File: src/rtl/ff_apb_ctrl.sv
// APB2 zero-wait-state slave for flunkyfive: control/status registers, a 64-bit
// cycle counter with read shadow, and a memory window onto core RAM.
module ff_apb_ctrl #(
  parameter int unsigned MEM_AW   = 13,
  parameter logic [31:0] ID_VALUE = 32'h4646_3546
) (
  input  logic              clk,
  input  logic              resetn,
  input  logic [15:0]       paddr,
  input  logic              psel,
  input  logic              penable,
  input  logic              pwrite,
  input  logic [31:0]       pwdata,
  output logic [31:0]       prdata,
  output logic              core_run,
  output logic              core_step,
  input  logic              core_halted,
  input  logic [31:0]       core_pc,
  output logic [MEM_AW-1:0] mem_addr,
  output logic [31:0]       mem_wdata,
  output logic              mem_we,
  output logic              mem_re,
  input  logic [31:0]       mem_rdata
);

  localparam logic [2:0] REG_ID      = 3'd0;
  localparam logic [2:0] REG_CTRL    = 3'd1;
  localparam logic [2:0] REG_STATUS  = 3'd2;
  localparam logic [2:0] REG_PC      = 3'd3;
  localparam logic [2:0] REG_CYC_LO  = 3'd4;
  localparam logic [2:0] REG_CYC_HI  = 3'd5;
  localparam logic [2:0] REG_SCRATCH = 3'd6;

  logic [31:0] prdata_q, prdata_d;
  logic        win_rd_q, win_rd_d;
  logic        setup_q, setup_d;
  logic        run_q, run_d;
  logic        step_q, step_d;
  logic        halted_q, halted_d;
  logic        err_q, err_d;
  logic [63:0] cnt_q, cnt_d;
  logic [31:0] shadow_q, shadow_d;
  logic [31:0] scratch_q, scratch_d;

  logic        setup_ph;
  logic        access_ph;
  logic        win_hit;
  logic        reg_hit;
  logic [2:0]  reg_sel;
  logic        halt_rise;
  logic [31:0] reg_rdata;
  logic        unused_addr_lsb;

  assign unused_addr_lsb = ^paddr[1:0];

  // An access phase only counts if this slave saw its setup phase; this is
  // what drops a transfer whose setup was cut off by reset.
  assign setup_ph  = psel & ~penable;
  assign access_ph = psel & penable & setup_q;
  assign win_hit   = paddr[15];
  assign reg_sel   = paddr[4:2];
  assign reg_hit   = ~paddr[15] & (paddr[14:5] == 10'd0) & (reg_sel != 3'd7);
  assign halt_rise = core_halted & ~halted_q;

  assign mem_addr  = paddr[MEM_AW+1:2];
  assign mem_wdata = pwdata;
  assign mem_re    = setup_ph & ~pwrite & win_hit & ~run_q;
  assign mem_we    = access_ph & pwrite & win_hit & ~run_q;

  assign prdata    = win_rd_q ? mem_rdata : prdata_q;
  assign core_run  = run_q;
  assign core_step = step_q;

  always_comb begin
    reg_rdata = '0;
    case (reg_sel)
      REG_ID:      reg_rdata = ID_VALUE;
      REG_CTRL:    reg_rdata = {31'd0, run_q};
      REG_STATUS:  reg_rdata = {29'd0, err_q, core_halted, run_q};
      REG_PC:      reg_rdata = core_pc;
      REG_CYC_LO:  reg_rdata = cnt_q[31:0];
      REG_CYC_HI:  reg_rdata = shadow_q;
      REG_SCRATCH: reg_rdata = scratch_q;
      default:     reg_rdata = '0;
    endcase
  end

  always_comb begin
    prdata_d  = '0;
    win_rd_d  = 1'b0;
    setup_d   = setup_ph;
    halted_d  = core_halted;
    step_d    = 1'b0;
    err_d     = err_q;
    shadow_d  = shadow_q;
    scratch_d = scratch_q;
    cnt_d     = run_q ? cnt_q + 64'd1 : cnt_q;
    run_d     = halt_rise ? 1'b0 : run_q;

    // Read data is captured at the setup edge so it holds for the access phase.
    if (setup_ph && !pwrite) begin
      if (reg_hit) begin
        prdata_d = reg_rdata;
        if (reg_sel == REG_CYC_LO) shadow_d = cnt_q[63:32];
      end else if (win_hit && !run_q) begin
        win_rd_d = 1'b1;
      end
    end

    if (access_ph) begin
      if (pwrite && reg_hit) begin
        case (reg_sel)
          REG_CTRL: begin
            run_d = pwdata[0];
            if (pwdata[1] && !run_q) step_d = 1'b1;
            if (pwdata[2]) cnt_d = '0;
          end
          REG_STATUS:  if (pwdata[2]) err_d = 1'b0;
          REG_SCRATCH: scratch_d = pwdata;
          default: ;
        endcase
      end
      if ((!win_hit && !reg_hit) || (win_hit && run_q)) err_d = 1'b1;
    end
  end

  always_ff @(posedge clk or negedge resetn) begin
    if (!resetn) begin
      prdata_q  <= '0;
      win_rd_q  <= 1'b0;
      setup_q   <= 1'b0;
      run_q     <= 1'b0;
      step_q    <= 1'b0;
      halted_q  <= 1'b0;
      err_q     <= 1'b0;
      cnt_q     <= '0;
      shadow_q  <= '0;
      scratch_q <= '0;
    end else begin
      prdata_q  <= prdata_d;
      win_rd_q  <= win_rd_d;
      setup_q   <= setup_d;
      run_q     <= run_d;
      step_q    <= step_d;
      halted_q  <= halted_d;
      err_q     <= err_d;
      cnt_q     <= cnt_d;
      shadow_q  <= shadow_d;
      scratch_q <= scratch_d;
    end
  end

endmodule

File: config.mk
export PLATFORM = sky130hd
export DESIGN_NAME = ff_apb_ctrl
export DESIGN_NICKNAME = d
export VERILOG_FILES = /design/src/rtl/ff_apb_ctrl.sv
export SDC_FILE = /design/constraint.sdc
export NUM_CORES = 1
export LEC_CHECK = 0
export ABC_AREA = 1
export BUFFER_PORTS_ARGS = -buffer_cell sky130_fd_sc_hd__buf_2
export CORE_MARGIN = 2
export CORE_UTILIZATION = 60
export CTS_CLUSTER_DIAMETER = 40
export DETAILED_ROUTE_END_ITERATION = 7
export PLACE_DENSITY = 0.93
export SYNTH_ARGS = -nofsm -noshare
export SYNTH_HDL_FRONTEND = slang
export SYNTH_SLANG_ARGS = --single-unit
File: constraint.sdc
create_clock -name clk -period 2.9 [get_ports clk]
set_input_delay 0.725 -clock clk [delete_from_list [all_inputs] [get_ports clk]]
set_output_delay 0.725 -clock clk [all_outputs]
set_load 0.01 [all_outputs]
### After elaboration in Yosys (flattened, before gate mapping)

Cells that the tools add are included.

| word-level totals | value |
|---|---|
| bits in latches | 0 |
| register bits | 166 |
| output and inout bits | 81 |
| memory bits (writable) | 0 |
| memories | 0 |
| memory bits (read-only) | 0 |

| operators by class | value |
|---|---|
| shift-type cells | 0 |
| $lt $le $gt $ge | 0 |
| reduce and logical (&&, ||, !) cells | 19 |
| multiplexer cells | 24 |
| $mul | 0 |
| $add $sub $neg | 1 |
| bitwise logic cells | 17 |
| equal/unequal tests | 7 |
| div/mod/pow operators | 0 |

Operators with widths:

| operator | count |
|---|---|
| 2-to-1 mux 64 bit | 5 |
| case mux 32 bit (7 select lines) | 1 |
| 2-to-1 mux 32 bit | 3 |
| adder 64 x 1 -> 64 bit, second input constant | 1 |
| 2-to-1 mux 1 bit | 15 |
| bitwise AND 1 bit | 12 |
| zero test 10 bit | 1 |
| == test 3 bit, second input constant | 3 |
| == test 3 x 2 -> 1 bit, second input constant | 2 |
| logical AND 1 bit | 6 |
| AND reduction 3 bit | 2 |
| nonzero test 2 bit | 3 |
| inverter 1 bit | 5 |
| zero test 1 bit | 4 |
| AND reduction 4 bit | 1 |
| == test 3 x 1 -> 1 bit, second input constant | 1 |
| zero test 3 bit | 1 |
| inequality test 3 bit, second input constant | 1 |
| logical OR 1 bit | 1 |

### Depth between registers and ports, before layout

| depth | value |
|---|---|
| word-level depth | 8 |
| mapped depth | 11 |
| depth with buffers taken out | 11 |

### Least setup slack after synthesis

OpenSTA, ideal clock, no wires.

| timing path | value |
|---|---|
| kind | register -> output |
| from | register win_rd_q |
| to | output prdata[10] |
| data arrival time | 1.221 ns |
| path buffers | 2 |
| data required time | 2.175 ns |
| cell stages (with the launch flop) | 4 |
| path slack | 0.954 ns |
| cells stage by stage | dfrtp_1 -> clkbuf_1 -> buf_1 -> mux2_2 |

| between the ends | value |
|---|---|
| longest elaborated chain between the ends | 1 |

RTL lines:

| item | line | RTL |
|---|---|---|
| start: declaration | 35 | `logic win_rd_q, win_rd_d;` |
| start signal: assignment | 141 | `win_rd_q <= win_rd_d;` |
| 2-to-1 mux 32 bit | 70 | `assign prdata = win_rd_q ? mem_rdata : prdata_q;` |
| end: declaration | 14 | `output logic [31:0] prdata,` |

Every way passes these cells.

### Final worst setup path

| timing path | value |
|---|---|
| from | register win_rd_q |
| to | output prdata[13] |

The elaborated chain is that of the path after synthesis.

==> results.md <==
* Post-synthesis sequential area ratio at 0.4492
* Core area at between 0.015 and 0.02 mm²
* Fin util at 0.7122
* Iteration-0 DRC Markers at 1262
* Crit path launch type: flop
* Average via count per standard cell at about 5.8
* CP max stage cell: dfrtp_1
* Crit path kind: flop to output pin
* Clk_skew at 0.01058 ns
* Maxcap violations at 0
* Area Overhead vs Synth at 16.64%
* Clock Pin Slew Worst Setup and Hold Paths at about 0.07 ns
* EDFF count, synth at 0
* Endpoints failing hold at 0
* CP Data Required Time at 2.17 ns
* Pins over their slew limit at 0
* Top-Level Pins at a little under 200
* First-pass GRT wire length at 45.22 mm
* Worst reg2reg startpoint: cnt_q[21]
* CP max stage delay at 0.64 ns
* Share of layout cells above drive strength 1 at 0.2203
* Met2 wire length at 14.11 mm
* Worst path cell trace: buf_12 > mux2_2 > buf_2
* Cts repair resizes at 0
* Critical Path Start: win_rd_q
* Largest net degree at the start of global routing at between 60 and 70
* Setup tns final at 0 ns
* Tightest Hold Check Type: primary input to async pin
* Initial antenna violation count at 1
* Worst skew pair latency at 0.44 ns
* Avg Inst Size Synth at between 7 and 8 µm²
* Routed wire per std cell at 18.63 µm
* VDD IR max at 416.5 µV
* Clock Tree Root: clkbuf_16
* Post-route antenna net violation count at 0
* Wire length on met3 at 2.790 mm
* Top-count cell post-synth: nand2_1
* Final period utilization at 0.8858
* Row cnt at 45
* FFs w/ async S/R, synth at 1.000
* Synth area leaders: dfrtp_1 45%, nand2_1 17%, nor2_1 7.7%, buf_4 3.9%, mux2_2 3.9%
* CTS Buf Count at 17
* Leak pwr at 5.390 nW
* H-tree depth at 4
* Final net count at between 1500 and 2000
* #FFs+latches synth at 166
* Die width at 128.1 µm
* Uppermost layer routed: met4
* Clock tree buffer depth at 2
* Power density over cell area at 466.4 mW/mm²
* Primary FF master, synth: dfrtp_1
* DRC viols at 0
* Vias in the first global route at 8643
* Largest area contributor in the netlist: dfrtp_1
* Post-route setup slack at ~0.33 ns
* Total grt overflow at 0
* Place WS at 0.5928 ns
* RSZ-0062 raised after global routing: false
* Synth top area share at 0.4492
* CP endpoint kind: output pin
* Synth Warn # at 0
* Total track usage at 0.3618
* Outcome: completed
* Synth Net Count at approximately 1400
* Die H at 128.1 µm
* Initial DRT Pass Iterations at 6
* Slew headroom at 0.5643
* Initial Util at 0.6106
* HPWL after DPL at about 22 mm
* CTS tree: yes
* Total power at 5.031 mW
* Critical path arrival at approximately 1.8 ns
* Cts hold-fix bufs at 0
* Setup bufs post-CTS at 0
* Setup violators final at 0
* IO buf count at 196
* CP max FO at 24
* Clock sink count at 166
* Mapped cell area at 0.009248 mm²
* Fin crit period at 2.569 ns
* Synth cell types at 37
* Drt total wl at 29.59 mm
* Least-Margin Pin Slew at roughly 0.65 ns
* Max Clk Rate at 389.3 MHz
* Die area at 0.01642 mm²
* Gp weighted congestion at ~0.98
* Mapped Cells at 1232
* Via Count at 9229
* Synth top cells by count: 417 x nand2_1, 189 x nor2_1, 166 x dfrtp_1
* Met1 WL at 11.82 mm
through the flow:
step                hold WS, ns  area [µm²]  instances
finish                   0.2778       10790       1588
global route             0.3195       10780       1587
global placement         0.4535       10170       1554
floorplan                0.4294        9248       1232
detailed placement       0.4602       10170       1554
CTS                      0.3162       10780       1586
metal layers:
metal,GRT usage,vias up
met5,0,-
met4,0.1183,0
met3,0.06594,77
met2,0.6030,593
met1,0.4817,4353
li1,-,4206
worst max-delay path: cells and delay by family (launching register included):
kind,cells,cell delay (ns)
muxes,1,0.37
DFF,1,0.64
buffers and inverters,2,0.39
cell usage in the layout (no fill, tap or decap), types with 11 or more instances in the layout:
master,Yosys,final
nor3_1,12,12
o21ai_0,21,21
inv_1,81,81
nand4_1,12,12
o21ai_1,34,34
nor2_1,189,189
dfrtp_1,166,166
mux2_2,32,32
xor2_1,16,16
nand3_1,66,66
buf_4,48,17
a41oi_1,25,25
clkbuf_16,0,17
buf_2,24,195
nor2_2,11,11
nand2_1,417,417
a21oi_1,24,24
logic make-up after synthesis:
| group | count (synthesis) | synth area share |
|---|---|---|
| AO/OA/AOI/OAI | 112 | 0.07306 |
| buffers and inverters | 171 | 0.09214 |
| AND/OR/NAND/NOR | 727 | 0.3235 |
| adder cells (fa/ha/maj) | 1 | 0.001353 |
| XOR/XNOR | 23 | 0.02178 |
| multiplexers | 32 | 0.03897 |
| flip-flops | 166 | 0.4492 |
worst paths after layout:
path                                      end  slack (ns)  cells past startpoint
worst max-delay path               prdata[13]        0.33                      3
worst min-delay path             shadow_q[21]        0.28                      1
worst max register to register      cnt_q[57]        0.93                      8
worst min register to register  scratch_q[27]        0.48                      2
max in group asynchronous           cnt_q[51]        1.86                      2
min in group clk                     halted_q        0.43                      1
power by group:
group / internal [mW] / switching, mW
Clock: 1.40 / 1.00
Combinational: 0.120 / 0.192
Sequential: 2.32 / 0.00383
state kept, by name, indices dropped and copies added (netlist names):
signal and flops:
cnt_q 64, shadow_q 32, win_rd_q 1, prdata_q 32, err_q 1, scratch_q 32
setup_q 1, core_run 1, core_step 1, halted_q 1
layout make-up:
class / instances / area (µm²)
antenna: 2 / 5.005
timing repair buffer: 218 / 1215
tap: 188 / 235.2
fill: 1122 / 4359
inverter: 87 / 326.6
clock inverter: 12 / 162.7
sequential: 166 / 4154
multi-input combinational: 895 / 4242
clock buffer: 20 / 446.7
No activity file was read; power rests on OpenSTA's default activity.
